===== config.mk =====
export PLATFORM = sky130hd
export DESIGN_NAME = fnd_scan_controller
export DESIGN_NICKNAME = d
export VERILOG_FILES = /design/src/rtl/fnd_pkg.sv /design/src/rtl/bcd_to_7seg.sv /design/src/rtl/fnd_scan_controller.sv
export SDC_FILE = /design/constraint.sdc
export NUM_CORES = 1
export LEC_CHECK = 0
export ABC_CLOCK_PERIOD_IN_PS = 5400
export CAP_MARGIN = 20
export CELL_PAD_IN_SITES_DETAIL_PLACEMENT = 0
export CELL_PAD_IN_SITES_GLOBAL_PLACEMENT = 2
export CORE_MARGIN = 2
export CORE_UTILIZATION = 34
export DETAILED_ROUTE_END_ITERATION = 10
export PLACE_DENSITY = 0.82
export SKIP_CTS_REPAIR_TIMING = 1
export SYNTH_ARGS = -nofsm -noshare
export SYNTH_HDL_FRONTEND = slang
export SYNTH_SLANG_ARGS = --single-unit

===== constraint.sdc =====
create_clock -name clk -period 5.4 [get_ports clk]
set_input_delay 1.08 -clock clk [delete_from_list [all_inputs] [get_ports clk]]
set_output_delay 1.08 -clock clk [all_outputs]
set_load 0.02 [all_outputs]

===== src/rtl/fnd_pkg.sv =====
// Shared encodings for the 4-digit FND scan controller: scan states,
// active-low 7-segment font codes and the all-commons-off pattern.
package fnd_pkg;

   typedef enum logic {
      ST_BLANK = 1'b0,
      ST_DRIVE = 1'b1
   } scan_state_e;

   // Fonts are {dp,g,f,e,d,c,b,a}, active low, with dp off
   localparam logic [7:0] FONT_0     = 8'hC0;
   localparam logic [7:0] FONT_1     = 8'hF9;
   localparam logic [7:0] FONT_2     = 8'hA4;
   localparam logic [7:0] FONT_3     = 8'hB0;
   localparam logic [7:0] FONT_4     = 8'h99;
   localparam logic [7:0] FONT_5     = 8'h92;
   localparam logic [7:0] FONT_6     = 8'h82;
   localparam logic [7:0] FONT_7     = 8'hF8;
   localparam logic [7:0] FONT_8     = 8'h80;
   localparam logic [7:0] FONT_9     = 8'h90;
   localparam logic [7:0] FONT_BLANK = 8'hFF;

   localparam logic [3:0] COM_OFF = 4'b1111;

   function automatic logic [3:0] com_select(input logic [1:0] idx);
      return ~(4'b0001 << idx);
   endfunction

endpackage


===== src/rtl/bcd_to_7seg.sv =====
// Combinational BCD to active-low 7-segment font; codes 10-15 show no
// segments but still light the decimal point when requested.
module bcd_to_7seg
   import fnd_pkg::*;
(
   input  logic [3:0] i_bcd,
   input  logic       i_dp,
   output logic [7:0] o_font
);

   logic [7:0] seg;

   always_comb begin
      seg = FONT_BLANK;
      case (i_bcd)
         4'd0:    seg = FONT_0;
         4'd1:    seg = FONT_1;
         4'd2:    seg = FONT_2;
         4'd3:    seg = FONT_3;
         4'd4:    seg = FONT_4;
         4'd5:    seg = FONT_5;
         4'd6:    seg = FONT_6;
         4'd7:    seg = FONT_7;
         4'd8:    seg = FONT_8;
         4'd9:    seg = FONT_9;
         default: seg = FONT_BLANK;
      endcase
      o_font = {~i_dp, seg[6:0]};
   end

endmodule


===== src/rtl/fnd_scan_controller.sv =====
// Time-multiplexed 4-digit common-anode FND driver with per-slot blanking
// guard, leading-zero suppression and per-digit blink.
module fnd_scan_controller
   import fnd_pkg::*;
#(
   parameter int CLK_HZ       = 100_000_000,
   parameter int SCAN_HZ      = 1000,
   parameter int GUARD        = 100,
   parameter int BLINK_FRAMES = 125
)(
   input  logic       clk,
   input  logic       reset,
   input  logic [3:0] i_digit0,
   input  logic [3:0] i_digit1,
   input  logic [3:0] i_digit2,
   input  logic [3:0] i_digit3,
   input  logic       i_blank_lz,
   input  logic [3:0] i_blink_en,
   input  logic [3:0] i_dp,
   output logic [3:0] o_fnd_com,
   output logic [7:0] o_fnd_font,
   output logic       o_frame_tick
);

   localparam int DIV     = CLK_HZ / SCAN_HZ;
   localparam int SLOT_W  = (DIV > 1) ? $clog2(DIV) : 1;
   localparam int FRAME_W = (BLINK_FRAMES > 1) ? $clog2(BLINK_FRAMES) : 1;

   localparam logic [SLOT_W-1:0]  SLOT_LAST  = SLOT_W'(DIV - 1);
   localparam logic [SLOT_W-1:0]  GUARD_LAST = SLOT_W'(GUARD - 1);
   localparam logic [FRAME_W-1:0] FRAME_LAST = FRAME_W'(BLINK_FRAMES - 1);

   scan_state_e        state_q, state_d;
   logic [SLOT_W-1:0]  slot_cnt_q, slot_cnt_d;
   logic [1:0]         digit_idx_q, digit_idx_d;
   logic [3:0]         hold_digit_q, hold_digit_d;
   logic               hold_blink_q, hold_blink_d;
   logic               hold_dp_q, hold_dp_d;
   logic               hold_lz_q, hold_lz_d;
   logic [FRAME_W-1:0] frame_cnt_q, frame_cnt_d;
   logic               blink_phase_q, blink_phase_d;
   logic [3:0]         com_q, com_d;
   logic [7:0]         font_q, font_d;
   logic               tick_q, tick_d;

   logic               slot_wrap;
   logic               capture;
   logic [3:0]         cur_digit;
   logic               cur_lz;
   logic [7:0]         dec_font;

   bcd_to_7seg u_dec (
      .i_bcd  (hold_digit_q),
      .i_dp   (hold_dp_q),
      .o_font (dec_font)
   );

   // Pick the inputs for the digit being scanned; a digit is a leading zero
   // only when it and every digit to its left are zero.
   always_comb begin
      cur_digit = i_digit0;
      cur_lz    = 1'b0;
      case (digit_idx_q)
         2'd1: begin
            cur_digit = i_digit1;
            cur_lz    = (i_digit3 == 4'd0) && (i_digit2 == 4'd0) && (i_digit1 == 4'd0);
         end
         2'd2: begin
            cur_digit = i_digit2;
            cur_lz    = (i_digit3 == 4'd0) && (i_digit2 == 4'd0);
         end
         2'd3: begin
            cur_digit = i_digit3;
            cur_lz    = (i_digit3 == 4'd0);
         end
         default: ;
      endcase
   end

   always_comb begin
      slot_wrap     = (slot_cnt_q == SLOT_LAST);
      capture       = (state_q == ST_BLANK) && (slot_cnt_q == GUARD_LAST);
      slot_cnt_d    = slot_wrap ? '0 : slot_cnt_q + SLOT_W'(1);
      digit_idx_d   = slot_wrap ? digit_idx_q + 2'd1 : digit_idx_q;
      state_d       = state_q;
      hold_digit_d  = hold_digit_q;
      hold_blink_d  = hold_blink_q;
      hold_dp_d     = hold_dp_q;
      hold_lz_d     = hold_lz_q;
      if (slot_wrap) begin
         state_d = ST_BLANK;
      end else if (capture) begin
         state_d      = ST_DRIVE;
         hold_digit_d = cur_digit;
         hold_blink_d = i_blink_en[digit_idx_q];
         hold_dp_d    = i_dp[digit_idx_q];
         hold_lz_d    = i_blank_lz && cur_lz;
      end
   end

   // Output registers plus the frame-based blink phase
   always_comb begin
      com_d         = COM_OFF;
      font_d        = FONT_BLANK;
      tick_d        = slot_wrap && (digit_idx_q == 2'd3);
      frame_cnt_d   = frame_cnt_q;
      blink_phase_d = blink_phase_q;
      if (state_q == ST_DRIVE) begin
         com_d = com_select(digit_idx_q);
         if (!hold_lz_q && !(blink_phase_q && hold_blink_q)) begin
            font_d = dec_font;
         end
      end
      if (tick_q) begin
         if (frame_cnt_q == FRAME_LAST) begin
            frame_cnt_d   = '0;
            blink_phase_d = ~blink_phase_q;
         end else begin
            frame_cnt_d = frame_cnt_q + FRAME_W'(1);
         end
      end
   end

   always_ff @(posedge clk) begin
      if (reset) begin
         state_q       <= ST_BLANK;
         slot_cnt_q    <= '0;
         digit_idx_q   <= 2'd0;
         hold_digit_q  <= 4'd0;
         hold_blink_q  <= 1'b0;
         hold_dp_q     <= 1'b0;
         hold_lz_q     <= 1'b0;
         frame_cnt_q   <= '0;
         blink_phase_q <= 1'b0;
         com_q         <= COM_OFF;
         font_q        <= FONT_BLANK;
         tick_q        <= 1'b0;
      end else begin
         state_q       <= state_d;
         slot_cnt_q    <= slot_cnt_d;
         digit_idx_q   <= digit_idx_d;
         hold_digit_q  <= hold_digit_d;
         hold_blink_q  <= hold_blink_d;
         hold_dp_q     <= hold_dp_d;
         hold_lz_q     <= hold_lz_d;
         frame_cnt_q   <= frame_cnt_d;
         blink_phase_q <= blink_phase_d;
         com_q         <= com_d;
         font_q        <= font_d;
         tick_q        <= tick_d;
      end
   end

   assign o_fnd_com    = com_q;
   assign o_fnd_font   = font_q;
   assign o_frame_tick = tick_q;

endmodule


After elaboration in Yosys (flattened, before gate mapping)
Memories as Yosys holds them, arrays and structs flattened. A register that Yosys moved wholly into a read port is not among the register bits.
Index checks and enable logic that the tools add are counted.
{ "totals": {"n_memories": 1, "romBits": 112, "reg_bits": 48} }
{ "mem_list": {"columns": ["name", "words", "width", "read_ports", "rd_ports_with_merged_regs", "write_ports", "line", "text"], "rows": [
  ["(no name shown)", 16, 7, 1, 1, 0, "bcd_to_7seg.sv:15", "case (i_bcd)"]
]} }
{ "op_classes": {"n_reduce_logical": 17, "add_sub_neg": 3, "shifts": 1, "mux": 7, "n_lt_le_gt_ge": 1, "eq_ne": 6, "n_bitwise": 6} }
{ "op_table": {"columns": ["cell", "n"], "rows": [
  ["$add A17 B1 Y17 const B", 1],
  ["$eq A17 B17 Y1 const B", 1],
  ["$eq A17 B7 Y1 const B", 1],
  ["$logic_not A4 Y1", 3],
  ["$pmux W4 S3", 1],
  ["$add A7 B1 Y7 const B", 1],
  ["$eq A7 B7 Y1 const B", 1],
  ["$logic_and A1 B1 Y1", 7],
  ["$mux W7", 1],
  ["$not A1 Y1", 5],
  ["$bmux W1 S2", 2],
  ["$eq A2 B2 Y1 const B", 2],
  ["$not A4 Y4", 1],
  ["$reduce_and A2 Y1", 2],
  ["$reduce_or A2 Y1", 2],
  ["$shl A1 B2 Y4 const A", 1],
  ["$lt A2 B3 Y1 const B", 1],
  ["$pmux W1 S3", 1],
  ["$reduce_or A3 Y1", 1],
  ["$add A2 B1 Y2 const B", 1],
  ["$eq A2 B1 Y1 const B", 1],
  ["$logic_not A1 Y1", 2],
  ["$mux W1", 2]
]} }

Depth between registers and ports, before layout
{ "depth": {"depth_word": 5, "depth_mapped": 7} }

Cells and area by module
Synthesis repeated with hierarchy kept, for this count alone.
{ "unflattened": {"hier_cells": 269, "hier_area_um2": 2413.6} }
{ "by_module_without_submodules": {"columns": ["mod", "cells_per_inst", "area_per_inst_um2", "n_inst", "seq_area_each_um2"], "rows": [
  ["fnd_scan_controller", 235, 2199.6, 1, 960.9],
  ["bcd_to_7seg", 34, 214.0, 1, 0.0]
]} }

Worst setup path before layout
No wires, ideal clock.
{ "synth_timing": {"path_kind": "input-to-reg", "from": "in i_digit1[0]", "to": "reg hold_lz_q", "path_stages": 4, "setup_ps": 74, "slack_ps": 3395, "t_arrival_ps": 1930, "path_buffers": 0, "path_cell_list": "nor4_1 > a211oi_1 > or4_1 > o21ai_0"} }
{ "synth_via": {"elab_chain_len": 4} }
{ "synth_rtl": {"columns": ["element", "line", "text"], "rows": [
  ["from (decl)", "fnd_scan_controller.sv:14", "input logic [3:0] i_digit1,"],
  ["$logic_not A4 Y1", "fnd_scan_controller.sv:66", "cur_lz = (i_digit3 == 4'd0) && (i_digit2 == 4'd0) && (i_digit1 == 4'd0);"],
  ["$logic_and A1 B1 Y1", "fnd_scan_controller.sv:66", null],
  ["$pmux W1 S3", "fnd_scan_controller.sv:63", "case (digit_idx_q)"],
  ["$logic_and A1 B1 Y1", "fnd_scan_controller.sv:97", "hold_lz_d = i_blank_lz && cur_lz;"],
  ["to (signal assigned)", "fnd_scan_controller.sv:145", "hold_lz_q <= hold_lz_d;"],
  ["to (decl)", "fnd_scan_controller.sv:39", "logic hold_lz_q, hold_lz_d;"]
]} }
No other way between the ends.
A chain may end at the register's enable or synchronous reset.

Final worst setup path
{ "layout_timing": {"from": "in reset", "to": "reg font_q[0], in the netlist o_fnd_font[0]"} }
{ "layout_via": {"elab_chain_len": 1} }
{ "layout_rtl": {"columns": ["element", "line", "text"], "rows": [
  ["from (decl)", "fnd_scan_controller.sv:12", "input logic reset,"],
  ["$reduce_or A3 Y1 (no line)", null, null],
  ["to (decl)", "fnd_scan_controller.sv:43", "logic [7:0] font_q, font_d;"]
]} }
No other way between the ends.

==> metrics.txt <==
nets=337; WS Path Type=in -> reg; Remaining Overflow, GRT=0; first-pass GRT wire length=8090 um; Final Setup Violations=0; CTS Buf Count=5; Least-Margin Pin Slew=0.838 ns; Power Density=231 nW/um^2; Starting Density=0.347; DRC Markers=0; num ports=40; Fin Setup TNS=0 ns; DRT Wirelength=4680 um; CP endpoint kind=flip-flop; Post-synth EDFFs=0; Synth Flop Type=dfxtp_1; Synthesized Nets=304; TritonCTS clock tree=done; via count=1,841; die area=7530 um^2; peak supply drop=0.0904 mV; area grow syn2layout=23.9%; Core Region=6720 um^2; sequential area share after synthesis=0.412; worst path arrival time=2.83 ns; Clock Sink Count=48; flops & latches, synth=48; yosys warns=0; max-cap viol count=0; fin. max-slew vios=0; Mapped Cells=264; status=finished, final reports clean; share of cells above drive strength 1=0.0570; Fillers=670; P_leak=0.998 nW; clock root cell=clkbuf_8; std cell rows=30; Hold Path Class=reg -> reg; die height=86.8 um; htree depth=2; ant diodes=0; Yosys cell types=37; DP HPWL=3600 um; RSZ-0062 raised after global routing=false; routability cong.=0.761; area occupied by multi-input gates=1280 um^2; mapped cell area=2330 um^2; Critical Path Start Type=primary input; Max Buffers Root-to-Sink=2; input/output buffers=39; Setup Skew=0.00890 ns; number of DRC markers in iteration 0=70; Clk Latency, worst-skew pair=0.30 ns; normalized max-slew margin=0.440; CTS clk-pin slew, worst paths=0.08 ns; Pre-antenna DRT Iters=6; final critical-path required period=2.67 ns; average wire per standard cell=12.4 um; f_max=375 MHz; Async S/R FF share, synth=0; post-DR vias/cell=4.87; vias in the first global route=1,763; DIE WIDTH=86.8 um; final core occ=0.430; Final Hold Viols=0; syn_area_per_cell=8.83 um^2; Sequential Area=961 um^2; worst-path fanout max=24; overall routing resource usage=0.134; final worst-path cycle share=0.494; largest net degree at the start of global routing=25; required time of the critical path=5.56 ns; initial antenna violation count=0; antenna viol nets, final=0
## layer usage
layer,up-vias,GRT usage,share of wire
met5,-,0,0
met4,0,0.0426,0.013
met3,6,0.0333,0.042
met2,31,0.223,0.47
met1,829,0.170,0.48
li1,975,-,-
## path summary, 6_finish.rpt
path / from / to / slack (ns) / depth (start not counted)
min reg2reg: hold_dp_q$_SDFFE_PP0P_ / o_fnd_font[7]$_SDFF_PP1_ / 0.39 / 1
max reg2reg: slot_cnt_q[2]$_SDFF_PP0_ / hold_lz_q$_SDFFE_PP0P_ / 3.38 / 4
max: reset / o_fnd_font[0]$_SDFF_PP1_ / 2.73 / 5
min: hold_dp_q$_SDFFE_PP0P_ / o_fnd_font[7]$_SDFF_PP1_ / 0.39 / 1
## layout by cell type, fill, tap and decap left out, drive strengths merged, types with 8 or more instances in the layout
cell type / Yosys / routed
o21ai: 11 / 11
nand4: 8 / 8
inv: 10 / 10
nand2b: 18 / 18
ha: 13 / 13
nor2: 38 / 38
clkdlybuf4s50: 0 / 39
dfxtp: 48 / 48
nand2: 22 / 22
nor4: 10 / 10
mux2i: 8 / 8
xnor2: 14 / 14
## cell families after synthesis
family	share of synthesized area
compound gates	0.0709
xor+xnor	0.0789
fa+ha+maj	0.0698
buf+inv	0.0397
flops	0.412
mux	0.0585
simple gates	0.270
## worst max-delay path, cell delays in order
cell	delay [ns]
clkdlybuf4s50_1	0.75
nor2b_1	0.43
nand2_1	0.09
nor2_1	0.32
o21ai_0	0.16
## power breakdown
part	internal (W)	total, W	switching, W
Combinational	0.0000236	0.0000373	0.0000136
Sequential	0.000356	0.000358	0.00000221
Clock	0.000151	0.000272	0.000120
Total	0.000531	0.000667	0.000136
## Yosys cell counts (5+ instances only)
library cell	n	area, um^2
a21oi_1	6	30.0
clkbuf_1	8	30.0
dfxtp_1	48	961
ha_1	13	163
inv_1	10	37.5
mux2i_1	8	80.1
nand2_1	22	82.6
nand2b_1	18	113
nand3_1	6	30.0
nand4_1	7	43.8
nor2_1	38	143
nor3_1	5	25.0
nor4_1	10	62.6
o21ai_0	11	55.1
xnor2_1	14	123
xor2_1	7	61.3
## state kept, by name, summed over array words and instances, names as in the netlist
signal         cells
hold_lz_q          1
o_fnd_com          4
hold_digit_q       4
state_q            1
hold_dp_q          1
slot_cnt_q        17
blink_phase_q      1
digit_idx_q        2
o_fnd_font         8
o_frame_tick       1
hold_blink_q       1
frame_cnt_q        7
## area by class of cell
class	count	area share
Clock buffer	6	0.0286
Clock inverter	2	0.0134
Inverter	10	0.0130
Multi-Input combinational cell	193	0.442
Sequential cell	48	0.333
Tap cell	80	0.0347
Timing Repair Buffer	39	0.135
## per-stage QoR
step / area [um^2] / setup WS (ns) / total power, W / cells / hold WS (ns)
floorplan: 2330 / 3.40 / 0.000380 / 264 / 0.358
global placement: 2770 / 2.46 / 0.000404 / 370 / 0.375
detailed placement: 2770 / 2.39 / 0.000404 / 370 / 0.374
CTS: 2890 / 2.71 / 0.000679 / 378 / 0.396
global route: 2890 / 2.46 / 0.000695 / 378 / 0.418
finish: 2890 / 2.73 / 0.000667 / 378 / 0.392
Power figures use the tool's default switching activity.
==> patch: new RTL, same flow settings <==
Change the parameter `CLK_HZ` from 100_000_000 to 50_000_000.
--- a/src/rtl/fnd_scan_controller.sv
+++ b/src/rtl/fnd_scan_controller.sv
@@ -5,3 +5,3 @@
 #(
-   parameter int CLK_HZ       = 100_000_000,
+   parameter int CLK_HZ       = 50_000_000,
    parameter int SCAN_HZ      = 1000,
Check against the original RTL: same outputs for any inputs over 10 cycles, from zero or initial values and one cycle with reset high; that may be too few to reach the edited logic, so the function may still have changed.
==> patch against the original RTL <==
Area after synthesis is 1.2% lower. Final area down 0.56%. First-iteration DRC count is 13% lower. Setup slack worse by 0.088 ns. Power grew 3.6%. Synthesized cell count down 1.1%. Wire length grew 5.0%. Fmax fell by 3.2%. Sequential cell count fell by 1.
==> patch: results (changes against the original RTL) <==
global_route:
  grt_pass1_vias: 1785  # was 1763
  track_usage_pct: 14.17  # was 13.39%
  grt_max_degree: 23  # was 25
  grt_use_met1_pct: 19.89  # was 16.96%
  use_met3_pct: 3.619  # was 3.333%
  use_met2_pct: 21.21  # was 22.28%
  grt_first_pass_wirelength_um: 8473  # was 8093 µm
worst_setup_path:
  rr_worst_depth: 6  # was 4
  arrival_ns: 2.91  # was 2.83 ns
  rr_endpoint: "hold_digit_q[0]"  # was hold_lz_q
  cp_max_fo: 22  # was 24
  crit_end: "o_fnd_font[1]"  # was o_fnd_font[0]
  r2r_slack_ns: 3.53  # was 3.38 ns
  r2r_start: "digit_idx_q[0]"  # was slot_cnt_q[2]
  worst_setup_path_end_kind: "register"  # unchanged
route:
  first_iter_violations: 61  # was 70
  wl_per_cell_um: 13.11  # was 12.39 µm
  vias_per_cell: 4.981  # was 4.870
  num_vias: 1868  # was 1841
yosys:
  syn_nets: 301  # was 304
  syn_area_per_cell_um2: 8.821  # was 8.829 µm²
  ys_seq_area_share_pct: 40.87  # was 41.22%
  synth_top_cells_by_area: "dfxtp_1 41%, ha_1 7.1%, nor2_1 6.0%"  # was dfxtp_1 41%, ha_1 7.0%, nor2_1 6.1%
  ys_top_cells_by_count: "47 x dfxtp_1, 37 x nor2_1, 22 x nand2_1, 16 x o21ai_0"  # was 48 x dfxtp_1, 38 x nor2_1, 22 x nand2_1, 18 x nand2b_1, 14 x xnor2_1
  ys_types: 40  # was 37
place:
  hpwlAfterDp_um: 3583  # was 3602 µm
  gp_congestion: 0.7410  # was 0.7606
  place_area_um2: 2735  # was 2766 µm²
  place_inst: 367  # was 370
  post-place-ws_ns: 2.272  # was 2.386 ns
timing:
  fin_ws_ns: 2.643  # was 2.731 ns
  relSlewSlack_pct: 46.85  # was 44.02%
  finalClockSkew_ns: 0.006835  # was 0.008900 ns
final_layout:
  largest_register_ffs: 16  # was 17
  insertedDiodeCount: 0  # unchanged
  n_fill_cell: 645  # was 670
  drive_above_1_share_pct: 6.711  # was 5.705%
  postLayoutCellArea_um2: 2872  # was 2888 µm²
  nets: 337  # unchanged
  regMostFlops: "slot_cnt_q"  # unchanged
clock_network:
  clock_path_buffers: 2  # unchanged
  cts.htree.levels: 2  # unchanged
power:
  p_int_uw: 554.9  # was 530.6 µW
  leakagePower_nw: 0.9575  # was 0.9983 nW
  ir_drop_uv: 92.06  # was 90.44 µV
hold_path:
  hp-class: "reg2reg"  # unchanged
outcome:
  status: "finished clean"  # unchanged
-- patch: power groups by stage --
stage	Clock [mW]	Sequential (mW)	Combinational (mW)
after CTS	0.315	0.350	0.0355
after floorplan	0	0.358	0.0133
after global placement	0	0.358	0.0354
after detailed placement	0	0.358	0.0350
after global routing	0.331	0.351	0.0385
final	0.305	0.350	0.0351
-- patch: layout make-up --
cell class / count / area share, %
repair buffers: 39 / 13.59
clock buffers: 5 / 2.397
inverters: 15 / 1.961
multi-input cells: 189 / 43.57
clock inverters: 3 / 2.353
flip-flops and latches: 47 / 32.77
well taps: 77 / 3.355
-- patch: worst min-delay path by stage --
stage / startpoint / endpoint / slack, ns / cells after the start
floorplan: hold_dp_q / o_fnd_font[7] / 0.35 / 1
global placement: hold_dp_q / o_fnd_font[7] / 0.38 / 1
detailed placement: hold_dp_q / o_fnd_font[7] / 0.38 / 1
CTS: hold_dp_q / o_fnd_font[7] / 0.40 / 1
global route: hold_dp_q / o_fnd_font[7] / 0.41 / 1
finish: hold_dp_q / o_fnd_font[7] / 0.39 / 1
-- patch: per-layer routing --
layer | share of wire, % | wire length [µm]
met5 | 0 | 0
met3 | 4.7 | 229
met4 | 1.7 | 83
met2 | 42 | 2073
met1 | 51 | 2529
-- patch: logic make-up (layout without fill, tap and decap cells) --
kind of cell,after synthesis,after routing,synth area share [%]
buffers and inverters,25,62,4.782
xor gates and xnor gates,21,21,7.989
AOI/OAI and AO/OA,39,39,10.92
adders and majority gates,13,13,7.065
muxes,3,3,2.391
and+or+nand+nor,113,113,25.98
DFF,47,47,40.87
-- patch: critical path: stages --
cell,delay (ns)
clkdlybuf4s50_1,0.78
a2111oi_2,0.85
o21ai_0,0.19
